`config.mk`:
```
export PLATFORM = sky130hd
export DESIGN_NAME = collision_monitor
export DESIGN_NICKNAME = d
export VERILOG_FILES = /design/src/rtl/game_geom_pkg.sv /design/src/rtl/obstacle_overlap.sv /design/src/rtl/collision_monitor.sv
export SDC_FILE = /design/constraint.sdc
export NUM_CORES = 1
export LEC_CHECK = 0
export BUFFER_PORTS_ARGS = -buffer_cell sky130_fd_sc_hd__buf_2
export CAP_MARGIN = 20
export CORE_MARGIN = 5
export CORE_UTILIZATION = 62
export CTS_CLUSTER_SIZE = 28
export DETAILED_ROUTE_END_ITERATION = 8
export PLACE_DENSITY = 0.9
export SYNTH_ARGS = -nofsm -noshare
export SYNTH_HDL_FRONTEND = slang
export SYNTH_HIERARCHICAL = 1
export SYNTH_SLANG_ARGS = --single-unit
export TNS_END_PERCENT = 100
```
`constraint.sdc`:
```
create_clock -name clk -period 7.4 [get_ports clk]
set_input_delay 0.37 -clock clk [delete_from_list [all_inputs] [get_ports clk]]
set_output_delay 0.37 -clock clk [all_outputs]
set_load 0.05 [all_outputs]
```
`src/rtl/game_geom_pkg.sv`:
```
// Shared dino/obstacle geometry constants and the collision FSM state type.
package game_geom_pkg;

   localparam int unsigned HB_W        = 10;
   localparam int unsigned DINO_X1     = 150;
   localparam int unsigned DUCK_DX     = 50;
   localparam int unsigned JUMP_DX     = 10;
   localparam int unsigned STAND_DX    = 12;
   localparam int unsigned Y_TOP       = 354;
   localparam int unsigned Y_DUCK_TOP  = 374;
   localparam int unsigned Y_BOT       = 402;
   localparam int unsigned CACTUS_Y_LO = 370;
   localparam int unsigned CACTUS_Y_HI = 400;
   localparam int unsigned BIRD_Y_LO   = 332;
   localparam int unsigned BIRD_Y_HI   = 370;

   typedef enum logic [1:0] {
      RUN   = 2'd0,
      GRACE = 2'd1,
      OVER  = 2'd2
   } state_e;

endpackage

```
`src/rtl/obstacle_overlap.sv`:
```
// Horizontal overlap of N packed obstacle x-positions against an inclusive [x1, x2] window.
module obstacle_overlap #(
   parameter int unsigned N   = 1,
   parameter int unsigned X_W = 11
) (
   input  logic [N*X_W-1:0] i_x,
   input  logic [N-1:0]     i_valid,
   input  logic [X_W-1:0]   i_x1,
   input  logic [X_W-1:0]   i_x2,
   output logic             o_any_c
);

   always_comb begin
      o_any_c = 1'b0;
      for (int i = 0; i < int'(N); i++) begin
         if (i_valid[i] && (i_x[i*X_W +: X_W] >= i_x1) && (i_x[i*X_W +: X_W] <= i_x2)) begin
            o_any_c = 1'b1;
         end
      end
   end

endmodule

```
`src/rtl/collision_monitor.sv`:
```
// Per-frame dino/obstacle collision check with hit confirmation, lives, grace period
// and a latched game-over freeze.
module collision_monitor #(
   parameter int unsigned N_CACTUS       = 5,
   parameter int unsigned N_BIRD         = 1,
   parameter int unsigned X_W            = 11,
   parameter int unsigned Y_W            = 6,
   parameter int unsigned DINO_X1        = game_geom_pkg::DINO_X1,
   parameter int unsigned CONFIRM_FRAMES = 1,
   parameter int unsigned GRACE_FRAMES   = 60,
   parameter int unsigned LIVES          = 3
) (
   input  logic                    clk,
   input  logic                    rst_n,
   input  logic                    frame_tick,
   input  logic                    down,
   input  logic [Y_W-1:0]          jump_y,
   input  logic [N_CACTUS*X_W-1:0] cactus_x,
   input  logic [N_CACTUS-1:0]     cactus_valid,
   input  logic [N_BIRD*X_W-1:0]   bird_x,
   input  logic [N_BIRD-1:0]       bird_valid,
   input  logic                    restart,
   output logic                    freeze,
   output logic                    hit_pulse,
   output logic                    grace,
   output logic [2:0]              lives_left,
   output logic                    hit_is_bird
);

   import game_geom_pkg::*;

   localparam int unsigned CNT_W   = 4;
   localparam int unsigned GRACE_W = 8;
   localparam int unsigned LIVES_W = 3;

   // Stage 1: pose-dependent hitbox
   logic [HB_W-1:0] w_x2, w_y1, w_y2;
   logic [HB_W-1:0] r_x2, r_y1, r_y2;

   always_comb begin
      w_x2 = HB_W'(DINO_X1 + STAND_DX);
      w_y1 = HB_W'(Y_TOP);
      w_y2 = HB_W'(Y_BOT);
      if (down) begin
         w_x2 = HB_W'(DINO_X1 + DUCK_DX);
         w_y1 = HB_W'(Y_DUCK_TOP);
      end else if (jump_y != '0) begin
         w_x2 = HB_W'(DINO_X1 + JUMP_DX);
         w_y1 = HB_W'(Y_TOP) - HB_W'(jump_y);
         w_y2 = HB_W'(Y_BOT) - HB_W'(jump_y);
      end
   end

   always_ff @(posedge clk or negedge rst_n) begin
      if (!rst_n) begin
         r_x2 <= HB_W'(DINO_X1 + STAND_DX);
         r_y1 <= HB_W'(Y_TOP);
         r_y2 <= HB_W'(Y_BOT);
      end else begin
         r_x2 <= w_x2;
         r_y1 <= w_y1;
         r_y2 <= w_y2;
      end
   end

   // Overlap against the registered hitbox
   logic [X_W-1:0] w_x1_ext, w_x2_ext;
   logic           w_cactus_x_hit, w_bird_x_hit;
   logic           w_cactus_hit, w_bird_hit, w_any_hit;

   assign w_x1_ext = X_W'(DINO_X1);
   assign w_x2_ext = X_W'(r_x2);

   obstacle_overlap #(.N(N_CACTUS), .X_W(X_W)) u_cactus_overlap (
      .i_x     (cactus_x),
      .i_valid (cactus_valid),
      .i_x1    (w_x1_ext),
      .i_x2    (w_x2_ext),
      .o_any_c (w_cactus_x_hit)
   );

   obstacle_overlap #(.N(N_BIRD), .X_W(X_W)) u_bird_overlap (
      .i_x     (bird_x),
      .i_valid (bird_valid),
      .i_x1    (w_x1_ext),
      .i_x2    (w_x2_ext),
      .o_any_c (w_bird_x_hit)
   );

   assign w_cactus_hit = w_cactus_x_hit && (r_y2 >= HB_W'(CACTUS_Y_LO)) && (r_y1 <= HB_W'(CACTUS_Y_HI));
   assign w_bird_hit   = w_bird_x_hit   && (r_y2 >= HB_W'(BIRD_Y_LO))   && (r_y1 <= HB_W'(BIRD_Y_HI));
   assign w_any_hit    = w_cactus_hit || w_bird_hit;

   // Game FSM
   state_e              r_state, w_state_nxt;
   logic [CNT_W-1:0]    r_confirm_cnt, w_confirm_nxt, w_confirm_inc;
   logic [GRACE_W-1:0]  r_grace_cnt, w_grace_cnt_nxt;
   logic [LIVES_W-1:0]  r_lives, w_lives_nxt;
   logic                r_freeze, w_freeze_nxt;
   logic                r_hit_pulse, w_hit_pulse_nxt;
   logic                r_grace, w_grace_nxt;
   logic                r_hit_is_bird, w_hit_is_bird_nxt;

   assign w_confirm_inc = r_confirm_cnt + CNT_W'(1);

   always_ff @(posedge clk or negedge rst_n) begin
      if (!rst_n) begin
         r_state       <= RUN;
         r_confirm_cnt <= '0;
         r_grace_cnt   <= '0;
         r_lives       <= LIVES_W'(LIVES);
         r_freeze      <= 1'b0;
         r_hit_pulse   <= 1'b0;
         r_grace       <= 1'b0;
         r_hit_is_bird <= 1'b0;
      end else begin
         r_state       <= w_state_nxt;
         r_confirm_cnt <= w_confirm_nxt;
         r_grace_cnt   <= w_grace_cnt_nxt;
         r_lives       <= w_lives_nxt;
         r_freeze      <= w_freeze_nxt;
         r_hit_pulse   <= w_hit_pulse_nxt;
         r_grace       <= w_grace_nxt;
         r_hit_is_bird <= w_hit_is_bird_nxt;
      end
   end

   always_comb begin
      w_state_nxt       = r_state;
      w_confirm_nxt     = r_confirm_cnt;
      w_grace_cnt_nxt   = r_grace_cnt;
      w_lives_nxt       = r_lives;
      w_freeze_nxt      = r_freeze;
      w_hit_pulse_nxt   = 1'b0;
      w_grace_nxt       = r_grace;
      w_hit_is_bird_nxt = r_hit_is_bird;

      // restart overrides any evaluation on the same cycle
      if (restart) begin
         w_state_nxt     = RUN;
         w_confirm_nxt   = '0;
         w_grace_cnt_nxt = '0;
         w_lives_nxt     = LIVES_W'(LIVES);
         w_freeze_nxt    = 1'b0;
         w_grace_nxt     = 1'b0;
      end else if (frame_tick) begin
         case (r_state)
            RUN: begin
               if (!w_any_hit) begin
                  w_confirm_nxt = '0;
               end else if (w_confirm_inc != CNT_W'(CONFIRM_FRAMES)) begin
                  w_confirm_nxt = w_confirm_inc;
               end else begin
                  w_confirm_nxt     = '0;
                  w_hit_pulse_nxt   = 1'b1;
                  w_hit_is_bird_nxt = w_bird_hit;
                  if (r_lives <= LIVES_W'(1)) begin
                     w_lives_nxt  = '0;
                     w_state_nxt  = OVER;
                     w_freeze_nxt = 1'b1;
                  end else begin
                     w_lives_nxt     = r_lives - LIVES_W'(1);
                     w_state_nxt     = GRACE;
                     w_grace_cnt_nxt = GRACE_W'(GRACE_FRAMES);
                     w_grace_nxt     = 1'b1;
                  end
               end
            end
            GRACE: begin
               w_confirm_nxt   = '0;
               w_grace_cnt_nxt = r_grace_cnt - GRACE_W'(1);
               if (r_grace_cnt <= GRACE_W'(1)) begin
                  w_grace_cnt_nxt = '0;
                  w_state_nxt     = RUN;
                  w_grace_nxt     = 1'b0;
               end
            end
            OVER: begin
               w_state_nxt = OVER;
            end
            default: begin
               w_state_nxt = RUN;
            end
         endcase
      end
   end

   assign freeze      = r_freeze;
   assign hit_pulse   = r_hit_pulse;
   assign grace       = r_grace;
   assign lives_left  = r_lives;
   assign hit_is_bird = r_hit_is_bird;

endmodule

```
Word level (Yosys, flattened, before mapping):

Index checks and enable logic that the tools add are counted.

* register bits: 51
* logic and storage cells: 130

* $add $sub $neg: 5
* magnitude comparators: 18
* equal/unequal tests: 8
* multiplexer cells: 55
* bitwise gates (word level): 2
* reductions and logical operators: 31

Operators by type and width (count)
* $ge 11x8->1 const B: 6
* $le 11x10->1: 6
* $mux 10: 5
* $mux 8: 6
* $mux 1: 23
* $ge 10x9->1 const B: 2
* $le 10x9->1 const B: 2
* $sub 9x6->10 const A: 2
* $mux 3: 6
* $logic_and 1x1->1: 16
* $mux 4: 4
* $pmux 8 s2: 1
* $reduce_and 5->1: 3
* $mux 2: 7
* $ne 3x3->1 const B: 4
* $le 8x1->1 const B: 1
* $pmux 4 s2: 1
* $reduce_and 4->1: 2
* $reduce_bool 2->1: 4
* $sub 8x1->8 const B: 1
* $pmux 2 s3: 1
* $reduce_and 6->1: 1
* $reduce_bool 6->1: 1
* $add 4x1->4 const B: 1
* 12 further kinds: 13

Longest topological paths before layout:

* depth after elaboration: 15
* mapped depth: 15
* gate-level depth less buffers: 14

By module:

The synthesis kept the hierarchy.

By module, submodules not included
* obstacle_overlap (u_cactus_overlap): times used 1, cells each 299, area each 2453.6 um^2, sequential area each 0.0 um^2
* collision_monitor: times used 1, cells each 193, area each 1876.8 um^2, sequential area each 912.1 um^2
* obstacle_overlap (u_bird_overlap): times used 1, cells each 76, area each 539.3 um^2, sequential area each 0.0 um^2

Least setup slack after synthesis:

No wires, ideal clock.

* path kind: reg2reg
* start point: register r_x2[1]
* end point: register r_hit_is_bird, in the netlist hit_is_bird
* arrival: 2.709 ns
* setup slack: 4.566 ns
* cell stages (with the launch flop): 14
* buffers on the path: 0
* period minus slack after synthesis: 2.834 ns
* cell sequence: dfstp_2 -> inv_1 -> ha_1 -> and4_1 -> a32o_1 -> a22o_1 -> a2bb2oi_1 -> o211ai_1 -> nand4_1 -> a2bb2oi_1 -> o21ai_2 -> and3_1 -> nand2_2 -> mux2_4

* cells in the longest elaborated chain, start to end: 11
* elaborated cells on any way between the ends: 24

RTL lines
* start, declared: line collision_monitor.sv:38 `logic [HB_W-1:0] r_x2, r_y1, r_y2;`
* start signal, assigned: line collision_monitor.sv:56 `r_x2 <= HB_W'(DINO_X1 + STAND_DX);`
* start signal, assigned: line collision_monitor.sv:60 `r_x2 <= w_x2;`
* $le 11x10->1: line obstacle_overlap.sv:16 `if (i_valid[i] && (i_x[i*X_W +: X_W] >= i_x1) && (i_x[i*X_W +: X_W] <= i_x2)) begin`
* $logic_and 1x1->1: line obstacle_overlap.sv:16
* $mux 1 (4 in a row): line obstacle_overlap.sv:16
* $mux 1 (*): line obstacle_overlap.sv:16
* named net w_cactus_x_hit: line collision_monitor.sv:68 `logic w_cactus_x_hit, w_bird_x_hit;`
* $logic_and 1x1->1 (*) (2 in a row): line collision_monitor.sv:90 `assign w_cactus_hit = w_cactus_x_hit && (r_y2 >= HB_W'(CACTUS_Y_LO)) && (r_y1 <= HB_W'(CACTUS_Y_HI));`
* $logic_or 1x1->1 (*): line collision_monitor.sv:92 `assign w_any_hit = w_cactus_hit || w_bird_hit;`
* $reduce_and 5->1 (no source line) (*)
* end signal, assigned: line collision_monitor.sv:124 `r_hit_is_bird <= w_hit_is_bird_nxt;`
* end, declared: line collision_monitor.sv:102 `logic r_hit_is_bird, w_hit_is_bird_nxt;`

Mark *: on every way through the listed nets, which the timed path passes. The rest lies on a longest branch.
A chain may end at the register's enable or synchronous reset.

Worst setup path in the final report:

* start point: register r_x2[1]
* end point: register r_grace_cnt[4]

* cells in the longest elaborated chain, start to end: 12
* elaborated cells on any way between the ends: 25

RTL lines
* $le 11x10->1: line obstacle_overlap.sv:16
* $logic_and 1x1->1: line obstacle_overlap.sv:16
* $mux 1 (4 in a row): line obstacle_overlap.sv:16
* $mux 1 (*): line obstacle_overlap.sv:16
* named net w_cactus_x_hit: line collision_monitor.sv:68
* $logic_and 1x1->1 (*) (2 in a row): line collision_monitor.sv:90
* $logic_or 1x1->1 (*): line collision_monitor.sv:92
* $ne 3x3->1 (no source line) (*)
* $reduce_and 5->1 (no source line) (*)
* end signal, assigned: line collision_monitor.sv:119 `r_grace_cnt <= w_grace_cnt_nxt;`
* end, declared: line collision_monitor.sv:97 `logic [GRACE_W-1:0] r_grace_cnt, w_grace_cnt_nxt;`

Marks and branches as above.

==> implementation parameters <==
Parameter                              Value

Status
  Run status    finished clean

Power and ir drop
  Pwr dens    129 nW/um2
  Pleak    3.00 nW
  Sw Ratio    0.404
  Worst IR drop on VDD    0.000167 V
  Relative contribution of combinational cells to total power    0.465
  Net Switching    0.295 mW
  Internal power    0.436 mW
  Clock share of power    0.197
  Reg power frac    0.337

Worst setup path
  Critical path destination    r_grace_cnt[4]$_DFFE_PN0P_
  Reg2reg end    r_grace_cnt[4]$_DFFE_PN0P_
  Number of buffer and inverter instances along the worst setup path    1
  Cell at the slowest stage of the critical path    dfstp_2
  FF-to-FF setup slack    4.11 ns
  Total number of cells along the worst setup path    13
  Worst Setup SP    r_x2[1]$_DFF_PN1_
  Crit Path Category    flip-flop to flip-flop
  Worst reg2reg startpoint    r_x2[1]$_DFF_PN1_
  Crit. End Element    flip-flop
  Crit-path leading delay family    compound AO/OA/AOI/OAI gates
  Cell chain of the critical path    inv_1 > ha_1 > and4_1 > a32o_1 > a22o_1 > a2bb2oi_1 > o211ai_1 > nand4_1 > a2bb2oi_1 > o211ai_1 > o211ai_2 > o21ai_0 > o21ai_1
  Crit Path Max Fanout    14
  Data arrival time of the critical path    3.49 ns
  Maximum single-stage delay on the critical path    0.53 ns
  Required @ worst endpoint    7.60 ns
  R2r worst-path depth    13
  Startpoint type of the worst setup path    flip-flop

STA
  Endpoints failing setup    0
  Hold slack    0.155 ns
  Hold violation count in the final report    0
  Pins over their slew limit    0
  Setup Skew    0.00636 ns
  RSZ-0062 raised after global routing    false
  Final critical delay including setup and external delays    3.29 ns
  Final-layout setup total negative slack    0 ns
  Final worst path period share    0.444
  Worst relative slew slack    0.438
  Setup slack after layout    4.11 ns
  Maximum clock rate    304 MHz
  Slew @ Worst Pin    0.835 ns

GRT
  Maximum number of pins on one net before global-route repair    37
  Overflow after GRT    0
  Initial antenna violation count    0
  Via count of the first global-routing pass    4,645
  Total Routing Usage GR    0.252
  Wire length of the first global-routing pass    20,600 um

Placement
  Placement-stage cell area    5590 um2
  Global placement routability congestion    0.919
  Final HPWL DP    10,700 um
  Number of port buffers    89
  Worst-case setup slack after placement    4.17 ns

Synthesis
  Total of flip-flops plus latches after synthesis    36
  Top-area cell type share of the netlist area    0.360
  Top cells by instance count after synthesis    ha_1, inv_1, a21oi_1
  Synthesized instance count    568
  Total standard cell area after synthesis    4870 um2
  Main flop type after synthesis    dfrtp_1
  Top cells by area in the synthesized netlist    ha_1, dfrtp_1, a21oi_1, inv_1, dfstp_2
  Number of flops mapped to enable cells by yosys    0
  Top-count cell post-synth    ha_1
  Number of distinct library cells after synthesis    60
  Synth Area per Inst    8.57 um2
  Post-synthesis async set-or-reset flop share    1.00
  Sequential fraction of the synthesis area    0.187
  Biggest area consumer among synthesized cells    ha_1
  Ys Warns    6

Detailed routing
  Initial DRT Pass Iterations    5
  DR vias    4,728
  Via density    5.86
  Wire per inst    15.6 um
  Count of nets left with antenna violations after detail routing    0
  Final Routed Wirelength    12,600 um
  Residual DRC    0
  DR iter-0 viols    270

Layout
  Area taken by multi-input logic gates    3840 um2
  Register area    912 um2
  Number of fill cells    600
  Final standard cell utilization of the core    0.739
  Post-route cell area    5680 um2
  Area added between synthesis and finish    16.6%
  N_diodes    0
  Fraction of final layout cells sized beyond drive strength 1    0.170
  Number of nets in the layout    927

Die
  Full die area    9730 um2
  I/O pins    90
  Initial core utilization    0.633
  Die span in y    98.6 um
  Die Wd    98.6 um
  Placeable Area    7690 um2
  Placement row count    32

Clock network
  Cts bufs inserted    5
  Number of H-tree levels    2
  Hold Buf Count CTS    0
  Clk_lat worst skew    0.29 ns
  CTS Buffer Depth    2
  Clock transition at the registers of the reported paths    0.07 ns
  Post-CTS sizing    0
  Clock tree from TritonCTS    built
  Setup repair bufs after CTS    0
  Clock Sinks    36
  Master cell of the clock root buffer    clkbuf_8

Run
  Max-Cap Viols    0

Min path
  Hold crit path type    input port to async pin
## per-stage QoR
stage / instances / power, mW
finish: 807 / 0.732
global route: 807 / 0.789
CTS: 807 / 0.718
detailed placement: 799 / 0.575
global placement: 799 / 0.556
floorplan: 610 / 0.479
## cell families after synthesis
| family | share of synthesized area |
|---|---|
| AO/OA/AOI/OAI | 0.225 |
| AND/OR/NAND/NOR | 0.156 |
| adder cells (fa/ha/maj) | 0.360 |
| buffers and inverters | 0.0555 |
| flip-flops | 0.187 |
| XOR/XNOR | 0.00899 |
| other | 0.00154 |
| multiplexers | 0.00539 |
## sequential cells by signal, summed over array words and instances (netlist names)
signal         cells
lives_left         3
r_x2               3
r_state            2
r_y1               7
grace              1
r_confirm_cnt      4
freeze             1
r_grace_cnt        8
hit_is_bird        1
hit_pulse          1
r_y2               5
## worst reg2reg max path: stages, from the launching register on
cell       delay (ns)
dfstp_2          0.53
inv_1            0.12
ha_1             0.31
and4_1           0.20
a32o_1           0.25
a22o_1           0.23
a2bb2oi_1        0.19
o211ai_1         0.18
nand4_1          0.13
a2bb2oi_1        0.28
o211ai_1         0.17
o211ai_2         0.24
o21ai_0          0.23
o21ai_1          0.13
## worst min-delay path by stage
| stage | depth (start not counted) | slack, ns | endpoint |
|---|---|---|---|
| 5_1_grt | 1 | 0.22 | r_y1[4]$_DFF_PN0_ |
| 3_5_place_dp | 1 | 0.49 | r_y1[4]$_DFF_PN0_ |
| 6_report | 1 | 0.15 | r_y1[4]$_DFF_PN0_ |
| 4_1_cts | 1 | 0.18 | r_x2[3]$_DFF_PN0_ |
| 2_1_floorplan | 0 | 0.07 | freeze$_DFFE_PN0P_ |
| 3_3_place_gp | 2 | 0.47 | grace$_DFFE_PN0P_ |
## power groups by stage
stage / Combinational [mW] / Sequential [mW] / Clock (mW)
after detailed placement: 0.326 / 0.249 / 0
after global placement: 0.308 / 0.248 / 0
after global routing: 0.382 / 0.250 / 0.157
final: 0.341 / 0.247 / 0.144
after CTS: 0.328 / 0.246 / 0.145
after floorplan: 0.219 / 0.260 / 0
## layout by cell type, fill, tap and decap left out, types with 17 or more instances in the layout
master and n:
buf_2 89, a21oi_1 52, nand2_1 27, o21ai_0 28, conb_1 44, ha_1 140
nor2_1 30, inv_1 69, nand4_1 17, dfrtp_1 27
## final cells by class
cell class                      instances  area share
Tap cell                              102      0.0225
Timing Repair Buffer                   89      0.0784
Sequential cell                        36       0.161
Clock buffer                            8      0.0159
Multi-Input combinational cell        503       0.677
Inverter                               69      0.0456
## layer usage
| metal | GRT usage | up-vias | share of wire |
|---|---|---|---|
| li1 | - | 2334 | - |
| met1 | 0.321 | 2232 | 0.43 |
| met2 | 0.446 | 141 | 0.49 |
| met3 | 0.0439 | 21 | 0.064 |
| met4 | 0.0578 | 0 | 0.017 |
| met5 | 0 | - | 0 |
(Power assumes the default switching activity.)
